## src/rtl/lab_pio_hub.sv

```systemverilog
// lab_pio_hub: Avalon-MM PIO slave for LEDs, slide switches and push-buttons.
// Optional macro PIO_DEBOUNCE_EN adds per-key debounce counters.
module lab_pio_hub #(
   parameter int LED_W           = 8,
   parameter int SW_W            = 8,
   parameter int KEY_W           = 4,
   parameter int DEBOUNCE_CYCLES = 50000
) (
   input  logic             clk_clk,
   input  logic             reset_reset,
   input  logic [2:0]       avs_address,
   input  logic             avs_chipselect,
   input  logic             avs_read,
   input  logic             avs_write,
   input  logic [31:0]      avs_writedata,
   output logic [31:0]      avs_readdata,
   output logic             irq,
   output logic [LED_W-1:0] led_wire_export,
   input  logic [SW_W-1:0]  switches_wire_export,
   input  logic [KEY_W-1:0] keys_wire_export
);

   localparam int CW = (DEBOUNCE_CYCLES > 1) ? $clog2(DEBOUNCE_CYCLES) : 1;

   logic [SW_W-1:0]  sw_s1, sw_s2;
   logic [KEY_W-1:0] key_s1, key_s2;
   logic [KEY_W-1:0] stable, stable_nxt;
   logic [KEY_W-1:0] edge_cap, edge_nxt, mask, w1c;
   logic [31:0]      rd_mux;
   logic             cs_wr, cs_rd;
   logic             unused_bits;

   assign cs_wr = avs_chipselect & avs_write;
   assign cs_rd = avs_chipselect & avs_read;
   assign unused_bits = ^avs_writedata;

   // Two-flop synchronisers; keys are inverted on entry so pressed = 1.
   always_ff @(posedge clk_clk) begin
      if (reset_reset) begin
         sw_s1  <= '0;
         sw_s2  <= '0;
         key_s1 <= '0;
         key_s2 <= '0;
      end else begin
         sw_s1  <= switches_wire_export;
         sw_s2  <= sw_s1;
         key_s1 <= ~keys_wire_export;
         key_s2 <= key_s1;
      end
   end

`ifdef PIO_DEBOUNCE_EN
   logic [CW-1:0] cnt     [KEY_W];
   logic [CW-1:0] cnt_nxt [KEY_W];

   // Accept a new key level only after it has held for DEBOUNCE_CYCLES.
   always_comb begin
      stable_nxt = stable;
      for (int i = 0; i < KEY_W; i++) begin
         cnt_nxt[i] = cnt[i];
         if (key_s2[i] == stable[i]) begin
            cnt_nxt[i] = '0;
         end else if (cnt[i] == CW'(DEBOUNCE_CYCLES - 1)) begin
            stable_nxt[i] = key_s2[i];
            cnt_nxt[i]    = '0;
         end else begin
            cnt_nxt[i] = cnt[i] + 1'b1;
         end
      end
   end

   // Debounce counters and accepted key levels.
   always_ff @(posedge clk_clk) begin
      if (reset_reset) begin
         stable <= '0;
         for (int i = 0; i < KEY_W; i++) cnt[i] <= '0;
      end else begin
         stable <= stable_nxt;
         for (int i = 0; i < KEY_W; i++) cnt[i] <= cnt_nxt[i];
      end
   end
`else
   // Without debounce the second synchroniser stage is the stable level.
   assign stable_nxt = key_s1;
   assign stable     = key_s2;
`endif

   assign w1c      = (cs_wr && avs_address == 3'd3) ?
                     avs_writedata[KEY_W-1:0] : '0;
   // A rising stable level beats a same-cycle clear.
   assign edge_nxt = (edge_cap & ~w1c) | (stable_nxt & ~stable);

   // Read mux sees pre-write register values.
   always_comb begin
      rd_mux = '0;
      case (avs_address)
         3'd0:    rd_mux = 32'(sw_s2);
         3'd1:    rd_mux = 32'(stable);
         3'd2:    rd_mux = 32'(led_wire_export);
         3'd3:    rd_mux = 32'(edge_cap);
         3'd4:    rd_mux = 32'(mask);
         default: rd_mux = '0;
      endcase
   end

   // Bus-visible registers, edge capture and registered interrupt.
   always_ff @(posedge clk_clk) begin
      if (reset_reset) begin
         led_wire_export <= '0;
         mask            <= '0;
         edge_cap        <= '0;
         irq             <= 1'b0;
         avs_readdata    <= '0;
      end else begin
         edge_cap <= edge_nxt;
         irq      <= |(edge_cap & mask);
         if (cs_rd) avs_readdata <= rd_mux;
         if (cs_wr && avs_address == 3'd2)
            led_wire_export <= avs_writedata[LED_W-1:0];
         if (cs_wr && avs_address == 3'd4)
            mask <= avs_writedata[KEY_W-1:0];
      end
   end

endmodule
```

## config.mk

```make
export PLATFORM = sky130hd
export DESIGN_NAME = lab_pio_hub
export DESIGN_NICKNAME = d
export VERILOG_FILES = /design/src/rtl/lab_pio_hub.sv
export SDC_FILE = /design/constraint.sdc
export NUM_CORES = 1
export LEC_CHECK = 0
export BUFFER_PORTS_ARGS = -buffer_cell sky130_fd_sc_hd__buf_4
export CAP_MARGIN = 25
export CORE_MARGIN = 3
export CORE_UTILIZATION = 46
export DETAILED_ROUTE_END_ITERATION = 7
export PLACE_DENSITY = 0.8
export SLEW_MARGIN = 15
export SYNTH_ARGS = -nofsm -noshare
export SYNTH_HDL_FRONTEND = slang
export SYNTH_SLANG_ARGS = --single-unit
```

## constraint.sdc

```tcl
create_clock -name clk_clk -period 1.45 [get_ports clk_clk]
set_input_delay 0.3625 -clock clk_clk [delete_from_list [all_inputs] [get_ports clk_clk]]
set_output_delay 0.3625 -clock clk_clk [all_outputs]
set_load 0.01 [all_outputs]
```

==> results of run 1 <==
-- cells by family (layout without fill, tap and decap cells) --
group | count (synthesis) | count (layout) | synth area share
AND/OR/NAND/NOR | 62 | 62 | 0.162
AO/OA/AOI/OAI | 50 | 50 | 0.150
flip-flops | 49 | 49 | 0.491
buffers and inverters | 37 | 64 | 0.128
multiplexers | 13 | 13 | 0.0676
other | 1 | 24 | 0.00188
-- through the flow --
| step | cell area, um2 | power, W | hold WS, ns | worst slack (ns) |
|---|---|---|---|---|
| after floorplan | 2080 | 0.00163 | 0.414 | 0.114 |
| after global placement | 2310 | 0.00168 | 0.421 | -0.0455 |
| after detailed placement | 2310 | 0.00169 | 0.420 | -0.0822 |
| after CTS | 2420 | 0.00266 | 0.187 | 0.239 |
| after global routing | 2420 | 0.00275 | 0.176 | 0.146 |
| final | 2420 | 0.00263 | 0.202 | 0.209 |
-- final cells by class --
cell class / count / area (um2) / area share
repair buffers: 55 / 413 / 0.170
clock inverters: 3 / 46.3 / 0.0191
clock buffers: 5 / 68.8 / 0.0284
inverters: 1 / 3.75 / 0.00155
multi-input cells: 149 / 848 / 0.350
flip-flops and latches: 49 / 981 / 0.405
well taps: 50 / 62.6 / 0.0258
-- routing by layer --
layer	global-route usage	share of wire	up-vias
met5	0	0	-
li1	-	-	760
met1	0.197	0.43	669
met3	0.0471	0.072	7
met2	0.230	0.48	53
met4	0.0752	0.020	0
-- flip-flops by register name, indices dropped and copies added (netlist names) --
signal           count
led_wire_export      8
key_s1               4
avs_readdata         8
irq                  1
sw_s1                8
mask                 4
edge_cap             4
key_s2               4
sw_s2                8
-- cell usage after synthesis, types with 2 or more instances --
| library cell | instances |
|---|---|
| o21ai_1 | 3 |
| dfxtp_1 | 49 |
| buf_4 | 24 |
| buf_6 | 3 |
| o21ai_0 | 13 |
| nor2b_1 | 20 |
| nand2_1 | 17 |
| mux2_2 | 4 |
| a21oi_1 | 17 |
| a22oi_1 | 6 |
| buf_2 | 3 |
| a211oi_1 | 3 |
| nor2_1 | 14 |
| nand2b_1 | 4 |
| a21boi_0 | 2 |
| mux2i_1 | 9 |
| clkbuf_1 | 5 |
| a32o_1 | 3 |
-- power breakdown --
part           internal [W]  switching, W  total (W)
registers           0.00139     0.0000185    0.00141
clock network      0.000516      0.000459   0.000975
logic              0.000116      0.000132   0.000248
total               0.00202      0.000609    0.00263
-- worst reg2reg max path, stage by stage, from the launching register on --
cell      delay, ns
dfxtp_1        0.35
a21boi_0       0.09
a211oi_1       0.25
o21ai_1        0.12
a21oi_1        0.17
-- placed cells by master (no fill, tap or decap), types with 2 or more instances in the layout --
cell	n
dfxtp_1	49
clkbuf_8	5
nor2b_1	20
conb_1	24
nand2b_1	4
o21ai_1	3
nand2_1	17
buf_4	55
nor2_1	14
a32o_1	3
mux2_2	4
o21ai_0	13
a21oi_1	17
a21boi_0	2
mux2i_1	9
a211oi_1	3
a22oi_1	6
-- path summary, 6_finish.rpt --
kind | to | depth (start not counted) | start | slack (ns)
hold reg to reg | sw_s2[4] | 1 | sw_s1[4] | 0.44
hold / removal | key_s1[3] | 2 | keys_wire_export[3] | 0.20
setup / recovery | led_wire_export[4] | 5 | avs_address[2] | 0.21
setup reg to reg | avs_readdata[0] | 4 | edge_cap[0] | 0.41
==> flow_summary.json, run 1 <==
{
  "crit_type": "primary input to flip-flop",
  "yosysSeqAreaShare": 0.491,
  "postCtsSetupRepairBufs": 0,
  "antenna_found_initial": 0,
  "dpl.cell_count": 304,
  "cts_tree": "yes",
  "fillers": 363,
  "syn_avg_cell_area_um2": 9.43,
  "fin_nets": 313,
  "clock_skew_ns": 0.00954,
  "status": "finished clean",
  "syn_inst": 212,
  "yosys.area.top_type": "dfxtp_1",
  "viasPerCell": 4.77,
  "synthTopCellsByArea": "dfxtp_1, buf_4, nor2b_1, mux2i_1, a21oi_1",
  "cp.required_ns": 1.69,
  "clk_latency_ns": 0.31,
  "htree_levels": 2,
  "max_freq_mhz": 806,
  "track_usage": 0.152,
  "holdBufCountCts": 0,
  "cap_viol_max_count": 0,
  "cts-root-buf": "clkbuf_8",
  "firstDrtPassIters": 4,
  "ys_seq_elements": 49,
  "period_share": 0.856,
  "wire_per_inst_um": 12.6,
  "ant_nets": 0,
  "cpMaxStageDelayCell": "nor2_2",
  "n_antenna_cell": 0,
  "path_cells": "buf_4 > nand4b_1 > nor2_2 > nand2_1 > a21oi_1",
  "syn_area_um2": 2000,
  "clk_path_buf_depth": 2,
  "crit_family": "simple AND/OR/NAND/NOR gates",
  "grt_overflow": 0,
  "num_vias": 1489,
  "grt_max_degree": 50,
  "synth_edf_count": 0,
  "rows": 23,
  "rsz0062_at_grt": "false",
  "end_kind": "flip-flop",
  "drc_errors": 0,
  "netlist-cell-type-count": 31,
  "p_per_area_nw_per_um2": 1090,
  "path_max_fanout": 8,
  "fin_crit_ns": 1.24,
  "portBuffers": 44,
  "fin_util": 0.593,
  "chipWidth_um": 71.9,
  "grt_pass1_wl_mm": 6.04,
  "cts_made_buffers": 5,
  "area_growth_pct": 21.3,
  "place_hpwl_mm": 2.79,
  "path_buf_inv": 1,
  "cts.reportedPaths.clkPinSlew_ns": 0.09,
  "hold_violations": 0,
  "dieArea_um2": 5170,
  "ir_drop_mv": 0.517,
  "initial_core_util": 0.489,
  "synth_warnings": 0,
  "cts_resized": 0,
  "routabilityCongestion": 0.788,
  "die_h_um": 71.9,
  "core_region_area_um2": 4090,
  "yosysTopAreaCellShare": 0.491,
  "cp-start-kind": "primary input",
  "arrival_ns": 1.48,
  "maxSlewViolCount": 0,
  "setup_violations": 0,
  "finalSetupTns_ns": 0,
  "ios": 93,
  "wl_mm": 3.92,
  "max_stage_delay_ns": 0.41,
  "drive_gt1_frac": 0.271,
  "drt_iter0_markers": 115,
  "hp-class": "primary input to flip-flop",
  "async_flop_share": 0,
  "cts_sinks": 49,
  "grt_pass1_vias": 1314,
  "leakage_nw": 1.03,
  "ys.flop_type": "dfxtp_1",
  "fin_cells": 312
}
Power figures use the tool's default switching activity.
==> run 2, diff against run 1 <==
Settings changed: PLACE_DENSITY 0.8 to 0.89.
==> run 2 against run 1 <==
  * Largest cell class unchanged
  * Critical endpoint is now led_wire_export[5]
  * First-iteration DRC count is 3.5% higher
  * Sequential share of layout area is 0.79 points higher
  * Sequential power about the same
  * Maximum frequency is 6.7% higher
  * Global-route usage up 0.16 points
  * Worst setup slack better by 0.077 ns
  * Largest power group unchanged
  * Clock skew rose by 0.0019 ns
==> flow_summary.json, run 2 (same netlist as run 1, synthesis figures left out) <==
{
  "final_cell_mix": "buf_4, dfxtp_1, conb_1",
  "path_max_fanout": 3,
  "cts_tree": "yes",
  "cp-start-kind": "flip-flop",
  "leakage_nw": 1.00,
  "drive_gt1_frac": 0.258,
  "crit_family": "flip-flops",
  "final_common_cell": "buf_4",
  "max_stage_delay_ns": 0.37,
  "track_usage": 0.154,
  "cts-root-buf": "clkbuf_8",
  "path_buf_inv": 1,
  "drt_iter0_markers": 119,
  "initial_core_util": 0.489,
  "arrival_ns": 0.80,
  "dieArea_um2": 5170,
  "hold_violations": 0,
  "end_kind": "output pin",
  "die_h_um": 71.9,
  "fin_util": 0.582,
  "ir_drop_mv": 0.650,
  "rsz0062_at_grt": "false",
  "p_per_area_nw_per_um2": 1010,
  "core_region_area_um2": 4090,
  "cpMaxStageDelayCell": "dfxtp_1",
  "period_share": 0.803,
  "firstDrtPassIters": 4,
  "htree_levels": 2,
  "cts.reportedPaths.clkPinSlew_ns": 0.09,
  "path_cells": "buf_4",
  "antenna_found_initial": 0,
  "cts_resized": 0,
  "crit_type": "flip-flop to output pin",
  "fin_worst_hold_slack_ns": 0.215,
  "finalSetupTns_ns": 0,
  "viasPerCell": 4.75,
  "fin_ws_ns": 0.286,
  "cap_viol_max_count": 0,
  "max_freq_mhz": 859,
  "cts_made_buffers": 5,
  "finalInstanceArea_um2": 2380,
  "num_vias": 1471,
  "wire_per_inst_um": 12.4,
  "postCtsSetupRepairBufs": 0,
  "routabilityCongestion": 0.819,
  "dp_slack_ns": 0.0108,
  "ios": 93,
  "place_hpwl_mm": 2.82,
  "grt_pass1_wl_mm": 6.17,
  "clk_path_buf_depth": 2,
  "hp-class": "primary input to flip-flop",
  "rows": 23,
  "portBuffers": 44,
  "cp.required_ns": 1.09,
  "status": "finished clean",
  "fin_crit_ns": 1.16,
  "area_growth_pct": 19.0,
  "placed_cell_area_um2": 2290,
  "wl_mm": 3.83,
  "ant_nets": 0,
  "clk_latency_ns": 0.30,
  "drc_errors": 0,
  "clock_skew_ns": 0.0114,
  "grt_pass1_vias": 1366,
  "maxSlewViolCount": 0,
  "grt_max_degree": 50,
  "cts_sinks": 49,
  "chipWidth_um": 71.9,
  "setup_violations": 0,
  "grt_overflow": 0,
  "holdBufCountCts": 0,
  "fin_nets": 311,
  "n_antenna_cell": 0
}
-- run 2: cell count changes in the layout (fill, tap and decap cells not counted) --
cell       previous run  this run
bufinv_16             1         0
clkbuf_1              0         2
clkinv_4              1         0
buf_4                55        53
-- run 2: final timing paths --
path,start,endpoint,slack (ns),cells after the start
setup / recovery,led_wire_export[5],led_wire_export[5],0.29,1
setup reg to reg,edge_cap[2],avs_readdata[2],0.40,4
hold reg to reg,sw_s1[3],sw_s2[3],0.44,1
hold / removal,keys_wire_export[2],key_s1[2],0.22,2
-- run 2: area by class of cell --
cell class | count | area, um2
Fill cell | 387 | 1710
Sequential cell | 49 | 981
Multi-Input combinational cell | 149 | 848
Timing Repair Buffer | 53 | 398
Clock buffer | 7 | 76.3
Tap cell | 50 | 62.6
Clock inverter | 1 | 7.51
Inverter | 1 | 3.75
-- run 2: report_power, final --
| part | switching [W] | internal (W) |
|---|---|---|
| Sequential | 0.0000201 | 0.00139 |
| Clock | 0.000413 | 0.000341 |
| Combinational | 0.000130 | 0.000114 |
| Total | 0.000563 | 0.00185 |
-- run 2: per-stage QoR --
stage / std cells / power [W]
after detailed placement: 302 / 0.00168
after global routing: 310 / 0.00251
after global placement: 302 / 0.00168
after CTS: 310 / 0.00243
final: 310 / 0.00241
after floorplan: 235 / 0.00163
-- run 2: metal layers --
layer  vias to the layer above  part of all wire  track usage
met5                         -                 0            0
met4                         0            0.0070       0.0689
met3                         4             0.070       0.0429
met2                        45              0.49        0.247
met1                       666              0.43        0.192
li1                        756                 -            -
